[config.mk]
export PLATFORM = sky130hd
export DESIGN_NAME = hazard_unit_mc
export DESIGN_NICKNAME = d
export VERILOG_FILES = /design/src/rtl/hazard_pkg.sv /design/src/rtl/fwd_select.sv /design/src/rtl/hazard_unit_mc.sv
export SDC_FILE = /design/constraint.sdc
export NUM_CORES = 1
export LEC_CHECK = 0
export CORE_ASPECT_RATIO = 1.1
export CORE_MARGIN = 5
export CORE_UTILIZATION = 26
export DETAILED_ROUTE_END_ITERATION = 16
export PLACE_DENSITY = 0.78
export SLEW_MARGIN = 20
export SYNTH_ARGS = -nofsm -noshare
export SYNTH_HDL_FRONTEND = slang
export SYNTH_SLANG_ARGS = --single-unit
[constraint.sdc]
create_clock -name clk -period 1.8 [get_ports clk]
set_clock_uncertainty 0.2 [all_clocks]
set_input_delay 0.45 -clock clk [delete_from_list [all_inputs] [get_ports clk]]
set_output_delay 0.45 -clock clk [all_outputs]
set_load 0.02 [all_outputs]
[src/rtl/hazard_pkg.sv]
`default_nettype none
// ============================================================================
// Module      : hazard_pkg
// Description : Shared types and constants for the pipeline hazard unit:
//               FSM state encoding, E-stage operand forward-select codes and
//               a helper that sizes the multi-cycle stall counter.
// Revision    : 1.0 - initial parametrised release
// ============================================================================
package hazard_pkg;

  typedef enum logic [0:0] {
    RUN     = 1'b0,
    MD_WAIT = 1'b1
  } hzState_t;

  localparam logic [1:0] FWD_RF  = 2'b00;
  localparam logic [1:0] FWD_WB  = 2'b01;
  localparam logic [1:0] FWD_MEM = 2'b10;

  // Width able to hold 0..stallCycles, never narrower than one bit.
  function automatic int cntWidth(input int stallCycles);
    return (stallCycles < 1) ? 1 : $clog2(stallCycles + 1);
  endfunction

endpackage
`default_nettype wire

[src/rtl/fwd_select.sv]
`default_nettype none
// ============================================================================
// Module      : fwd_select
// Description : Forwarding comparator for one E-stage source operand.
//               MEM-stage result wins over WB; x0 is never forwarded.
// Ports       : Rs         - E-stage source register
//               RdM, RdW   - MEM / WB destination registers
//               RegWriteM  - MEM instruction writes the register file
//               RegWriteW  - WB instruction writes the register file
//               Fwd        - operand mux select (FWD_RF / FWD_WB / FWD_MEM)
// Revision    : 1.0 - initial parametrised release
// ============================================================================
module fwd_select
  import hazard_pkg::*;
#(
  parameter int REG_AW = 5
) (
  input  logic [REG_AW-1:0] Rs,
  input  logic [REG_AW-1:0] RdM,
  input  logic [REG_AW-1:0] RdW,
  input  logic              RegWriteM,
  input  logic              RegWriteW,
  output logic [1:0]        Fwd
);

  logic w_rsNonZero;

  assign w_rsNonZero = (Rs != '0);

  always_comb begin
    Fwd = FWD_RF;
    if (RegWriteM && (Rs == RdM) && w_rsNonZero) begin
      Fwd = FWD_MEM;
    end else if (RegWriteW && (Rs == RdW) && w_rsNonZero) begin
      Fwd = FWD_WB;
    end
  end

endmodule
`default_nettype wire

[src/rtl/hazard_unit_mc.sv]
`default_nettype none
// ============================================================================
// Module      : hazard_unit_mc
// Description : Hazard unit for the 5-stage RV32I core. Provides E-stage
//               operand forwarding, load-use stall, branch flush and an
//               execute-stage stall for multi-cycle (MUL/DIV) operations.
//               Optional feature macro: HAZARD_PERF_EN enables saturating
//               performance counters; otherwise the counter outputs are 0.
// Ports       : clk, rst_n                 - clock, async active-low reset
//               Rs1D, Rs2D, Rs1UsedD, Rs2UsedD - decode-stage operands
//               Rs1E, Rs2E, RdE            - execute-stage registers
//               RdM, RdW                   - MEM / WB destinations
//               RegWriteE/M/W              - stage writes register file
//               ResultSrcE0                - E instruction is a load
//               PCSrcE                     - taken branch/jump in E
//               MdStartE                   - E instruction is multi-cycle
//               ForwardAE, ForwardBE       - E operand mux selects
//               StallF/D/E, FlushD/E/M     - pipeline register controls
//               LuStallCnt, MdStallCnt, FlushCnt - performance counters
// Revision    : 1.0 - initial parametrised release
// ============================================================================
module hazard_unit_mc
  import hazard_pkg::*;
#(
  parameter int REG_AW   = 5,
  parameter int MD_STALL = 4,
  parameter int PERF_W   = 32
) (
  input  logic              clk,
  input  logic              rst_n,
  input  logic [REG_AW-1:0] Rs1D,
  input  logic [REG_AW-1:0] Rs2D,
  input  logic              Rs1UsedD,
  input  logic              Rs2UsedD,
  input  logic [REG_AW-1:0] Rs1E,
  input  logic [REG_AW-1:0] Rs2E,
  input  logic [REG_AW-1:0] RdE,
  input  logic [REG_AW-1:0] RdM,
  input  logic [REG_AW-1:0] RdW,
  input  logic              RegWriteE,
  input  logic              RegWriteM,
  input  logic              RegWriteW,
  input  logic              ResultSrcE0,
  input  logic              PCSrcE,
  input  logic              MdStartE,
  output logic [1:0]        ForwardAE,
  output logic [1:0]        ForwardBE,
  output logic              StallF,
  output logic              StallD,
  output logic              StallE,
  output logic              FlushD,
  output logic              FlushE,
  output logic              FlushM,
  output logic [PERF_W-1:0] LuStallCnt,
  output logic [PERF_W-1:0] MdStallCnt,
  output logic [PERF_W-1:0] FlushCnt
);

  localparam int               CNT_W     = cntWidth(MD_STALL);
  localparam bit               c_MD_EN   = (MD_STALL > 0);
  // The entry cycle is itself a stall cycle, so the counter is loaded with
  // one less than the total stall length.
  localparam logic [CNT_W-1:0] c_MD_LOAD = c_MD_EN ? CNT_W'(MD_STALL - 1) : '0;

  hzState_t         r_state;
  hzState_t         w_stateNext;
  logic [CNT_W-1:0] r_cnt;
  logic [CNT_W-1:0] w_cntNext;
  logic             w_lwHit;

  // ---------------------------------------------------------------- forwarding
  fwd_select #(.REG_AW(REG_AW)) u_fwdA (
    .Rs        (Rs1E),
    .RdM       (RdM),
    .RdW       (RdW),
    .RegWriteM (RegWriteM),
    .RegWriteW (RegWriteW),
    .Fwd       (ForwardAE)
  );

  fwd_select #(.REG_AW(REG_AW)) u_fwdB (
    .Rs        (Rs2E),
    .RdM       (RdM),
    .RdW       (RdW),
    .RegWriteM (RegWriteM),
    .RegWriteW (RegWriteW),
    .Fwd       (ForwardBE)
  );

  // ------------------------------------------------------------------ load-use
  // Only operands the decode instruction really reads can create a hazard,
  // and a load into x0 produces nothing to wait for.
  assign w_lwHit = ResultSrcE0 & RegWriteE & (RdE != '0) &
                   ((Rs1UsedD & (Rs1D == RdE)) | (Rs2UsedD & (Rs2D == RdE)));

  // ----------------------------------------------------------------------- FSM
  always_ff @(posedge clk or negedge rst_n) begin
    if (!rst_n) begin
      r_state <= RUN;
      r_cnt   <= '0;
    end else begin
      r_state <= w_stateNext;
      r_cnt   <= w_cntNext;
    end
  end

  always_comb begin
    w_stateNext = r_state;
    w_cntNext   = r_cnt;
    StallF      = 1'b0;
    StallD      = 1'b0;
    StallE      = 1'b0;
    FlushD      = 1'b0;
    FlushE      = 1'b0;
    FlushM      = 1'b0;
    case (r_state)
      RUN: begin
        if (PCSrcE) begin
          FlushD = 1'b1;
          FlushE = 1'b1;
        end else if (MdStartE && c_MD_EN) begin
          StallF      = 1'b1;
          StallD      = 1'b1;
          StallE      = 1'b1;
          FlushM      = 1'b1;
          w_stateNext = MD_WAIT;
          w_cntNext   = c_MD_LOAD;
        end else if (w_lwHit) begin
          StallF = 1'b1;
          StallD = 1'b1;
          FlushE = 1'b1;
        end
      end
      MD_WAIT: begin
        // E holds the multi-cycle op, so branch and load-use cannot arise.
        if (r_cnt != '0) begin
          StallF    = 1'b1;
          StallD    = 1'b1;
          StallE    = 1'b1;
          FlushM    = 1'b1;
          w_cntNext = r_cnt - CNT_W'(1);
        end else begin
          w_stateNext = RUN;
        end
      end
      default: begin
        w_stateNext = RUN;
        w_cntNext   = '0;
      end
    endcase
  end

  // ------------------------------------------------------ performance counters
`ifdef HAZARD_PERF_EN
  logic              w_luStall;
  logic              w_brFlush;
  logic [PERF_W-1:0] r_luCnt;
  logic [PERF_W-1:0] r_mdCnt;
  logic [PERF_W-1:0] r_flCnt;

  // Load-use stall counts only when it is the winning RUN action.
  assign w_luStall = (r_state == RUN) & ~PCSrcE & ~(MdStartE & c_MD_EN) & w_lwHit;
  assign w_brFlush = (r_state == RUN) & PCSrcE;

  always_ff @(posedge clk or negedge rst_n) begin
    if (!rst_n) begin
      r_luCnt <= '0;
      r_mdCnt <= '0;
      r_flCnt <= '0;
    end else begin
      if (w_luStall && (r_luCnt != '1)) r_luCnt <= r_luCnt + PERF_W'(1);
      if (StallE    && (r_mdCnt != '1)) r_mdCnt <= r_mdCnt + PERF_W'(1);
      if (w_brFlush && (r_flCnt != '1)) r_flCnt <= r_flCnt + PERF_W'(1);
    end
  end

  assign LuStallCnt = r_luCnt;
  assign MdStallCnt = r_mdCnt;
  assign FlushCnt   = r_flCnt;
`else
  assign LuStallCnt = '0;
  assign MdStallCnt = '0;
  assign FlushCnt   = '0;
`endif

endmodule
`default_nettype wire

==> results of run 1 <==
==> cells in the mapped netlist (all sizes together) <==
cell | instances | area, µm²
ha | 2 | 25.0
xor2 | 10 | 87.6
nor2 | 5 | 33.8
xnor2 | 20 | 175
conb | 1 | 3.75
or4 | 5 | 45.0
dfrtp | 4 | 100
o21ai | 2 | 10.0
inv | 4 | 15.0
nor2b | 2 | 12.5
a22oi | 1 | 7.51
nand2 | 4 | 15.0
nor4 | 5 | 50.1
nand3b | 1 | 7.51
o21bai | 1 | 7.51
a21oi | 1 | 5.00
nand4 | 4 | 25.0
nor3b | 1 | 7.51
nor3 | 1 | 10.0
buf | 98 | 736
and2 | 1 | 6.26
a32oi | 1 | 8.76
==> cell families after synthesis <==
family,share of synthesized area [%]
adder cells (fa/ha/maj),1.80
buffers and inverters,53.9
other,0.269
flip-flops,7.18
XOR/XNOR,18.9
AND/OR/NAND/NOR,15.3
AO/OA/AOI/OAI,2.78
==> repair_timing <==
item	4_1_cts	5_1_grt
pin swaps	27	26
gates resized for setup	169	41
hold buffers	0	0
endpoints found under the setup margin	12	10
cloned	0	0
setup buffers	7	4
==> layout by cell type, fill, tap and decap left out, types with 2 or more instances in the layout <==
master,n
nor4_2,2
ha_4,2
nor4_4,3
nor2_4,3
inv_2,2
or4_4,5
dlygate4sd2_1,7
clkbuf_8,3
xnor2_2,7
nor2b_4,2
clkbuf_2,8
xor2_2,6
clkdlybuf4s15_1,2
clkdlybuf4s50_1,9
xnor2_1,13
xor2_1,3
dfrtp_1,4
conb_1,96
nand2_1,3
buf_4,28
nor2_2,2
buf_6,24
clkdlybuf4s15_2,2
nand4_1,4
buf_2,6
==> final timing paths <==
path / slack, ns / endpoint / cells after the start
worst max register to register: 0.14 / r_cnt[0] / 10
worst max-delay path: -0.53 / ForwardBE[0] / 5
worst min register to register: 0.37 / r_cnt[0] / 2
worst min-delay path: 0.24 / r_state / 1
min in group clk: 0.37 / r_cnt[0] / 2
max in group asynchronous: 0.99 / r_cnt[1] / 1
==> registers in the layout, summed over array words and instances (netlist names) <==
name / count
r_cnt: 3
r_state: 1
==> report_power, final <==
part	switching (mW)	total, mW	internal [mW]
clock	0.0467	0.189	0.143
combinational	0.665	1.30	0.635
sequential	0.0276	0.163	0.135
total	0.740	1.65	0.913
==> layer usage <==
layer | GRT usage [%] | wire length (µm) | vias up
li1 | - | - | 537
met1 | 7.45 | 961 | 523
met2 | 19.8 | 2080 | 106
met3 | 4.47 | 655 | 9
met4 | 4.92 | 102 | 0
met5 | 0 | 0 | -
==> area by class of cell <==
| cell class | instances | area (µm²) |
|---|---|---|
| repair buffers | 88 | 777 |
| well taps | 75 | 93.8 |
| inverters | 4 | 17.5 |
| multi-input cells | 163 | 1160 |
| flip-flops and latches | 4 | 100 |
| clock buffers | 3 | 41.3 |
| fillers | 535 | 3100 |
==> through the flow <==
stage | area (µm²) | util, % | setup WS [ns]
CTS | 2080 | 39.4 | -0.609
global route | 2190 | 41.4 | -0.569
floorplan | 1830 | - | -0.423
finish | 2190 | 41.4 | -0.533
global placement | 1910 | 36.1 | -1.32
detailed placement | 1910 | 36.1 | -1.35
==> worst register-to-register path, stage by stage (launching register included) <==
cell	delay, ns
dfrtp_1	0.37
inv_2	0.08
ha_4	0.14
ha_4	0.13
nor2b_4	0.04
nor2_4	0.16
inv_4	0.05
buf_6	0.11
buf_4	0.13
nor2_2	0.09
a21oi_1	0.04
==> reports/results.ini, run 1 <==
[cts]
clock_latency_ns=0.22
clk_pin_slew_ns=0.03
cts_tree=done
cts_buffers=3
root_buffer=clkbuf_8
clockBufferDepth=2
htreeDepth=1
cts_sinks=4

[synthesis]
syn_area_per_cell_um2=8.01
synth_cell_types=25
synth_area_um2=1390
ys_ff_latch=4
ys_seq_area_share_pct=7.18
syn-instance-count=174
synth_warnings=0

[worst_setup_path]
crit_slowest_cell=clkdlybuf4s50_1
startpoint_type=input pin
cp_top_family=buffers and inverters
cp.arrival_ns=1.68
crit_type=in -> out
cp_max_fo=2
startpoint=RdW[2]
path_cells=clkdlybuf4s50_1 > xnor2_1 > nand2_1 > nor4_4 > buf_4
crit_buf_inv=2
critPathMaxStageDelay_ns=0.51
r2r-start=r_cnt[1]
end_kind=output pin
critPathRequiredTime_ns=1.15

[routing]
viasPerCell=3.49
vias=1175
drt-total-wl_um=3800
route.detailed.drc=0
drt_iter0_markers=18
antenna_left=0
wl_per_cell_um=11.3
first_pass_iters=2

[sta]
worst_slack_ns=-0.533
timing.final.crit_share_pct=130
finalSetupTns_ns=-3.60
hold_violations=0
rsz0062_at_grt=true
max_freq_mhz=429
finalCriticalPeriod_ns=2.33
drv_slew=0
hold_slack_ns=0.238
setup_viol=9

[job]
drv_cap=0

[grt]
overflow=0
grt_use_total_pct=9.77
antenna_found_initial=0
grt_start_max_net_pins=5
grt_pass1_vias=1150
grt_pass1_wl_um=5120

[floorplan]
rows=28
fp.dieArea_um2=6930
ioPinCount=151
coreArea_um2=5290
start_util_pct=26.3
die_h_um=86.8
die_w_um=79.8

[power_and_ir_drop]
p_leak_nw=1.08
p_per_area_nw_per_um2=754
total_power_mw=1.65
vdd_ir_drop_max_mv=0.286

[placement]
dp_hpwl_um=3180
portBuffers=54
routabilityCongestion=0.748
placed_cells=325

[cells_and_area]
diodes=0
finalNetCount=311
syn_to_final_growth_pct=57.3
stdcell_count=337
drive_gt1_share_pct=43.5

[run_status]
failed_checks=setup timing
outcome=finished, violations left

[worst_hold_path]
hold_path.class=in -> async

No activity file was read; power rests on OpenSTA's default activity.
==> inputs of run 2 (changes only) <==
- CTS_CLUSTER_DIAMETER: not set -> 120
==> results of run 2 <==
No change in the layout: final DEF, timing and power equal those of run 1.
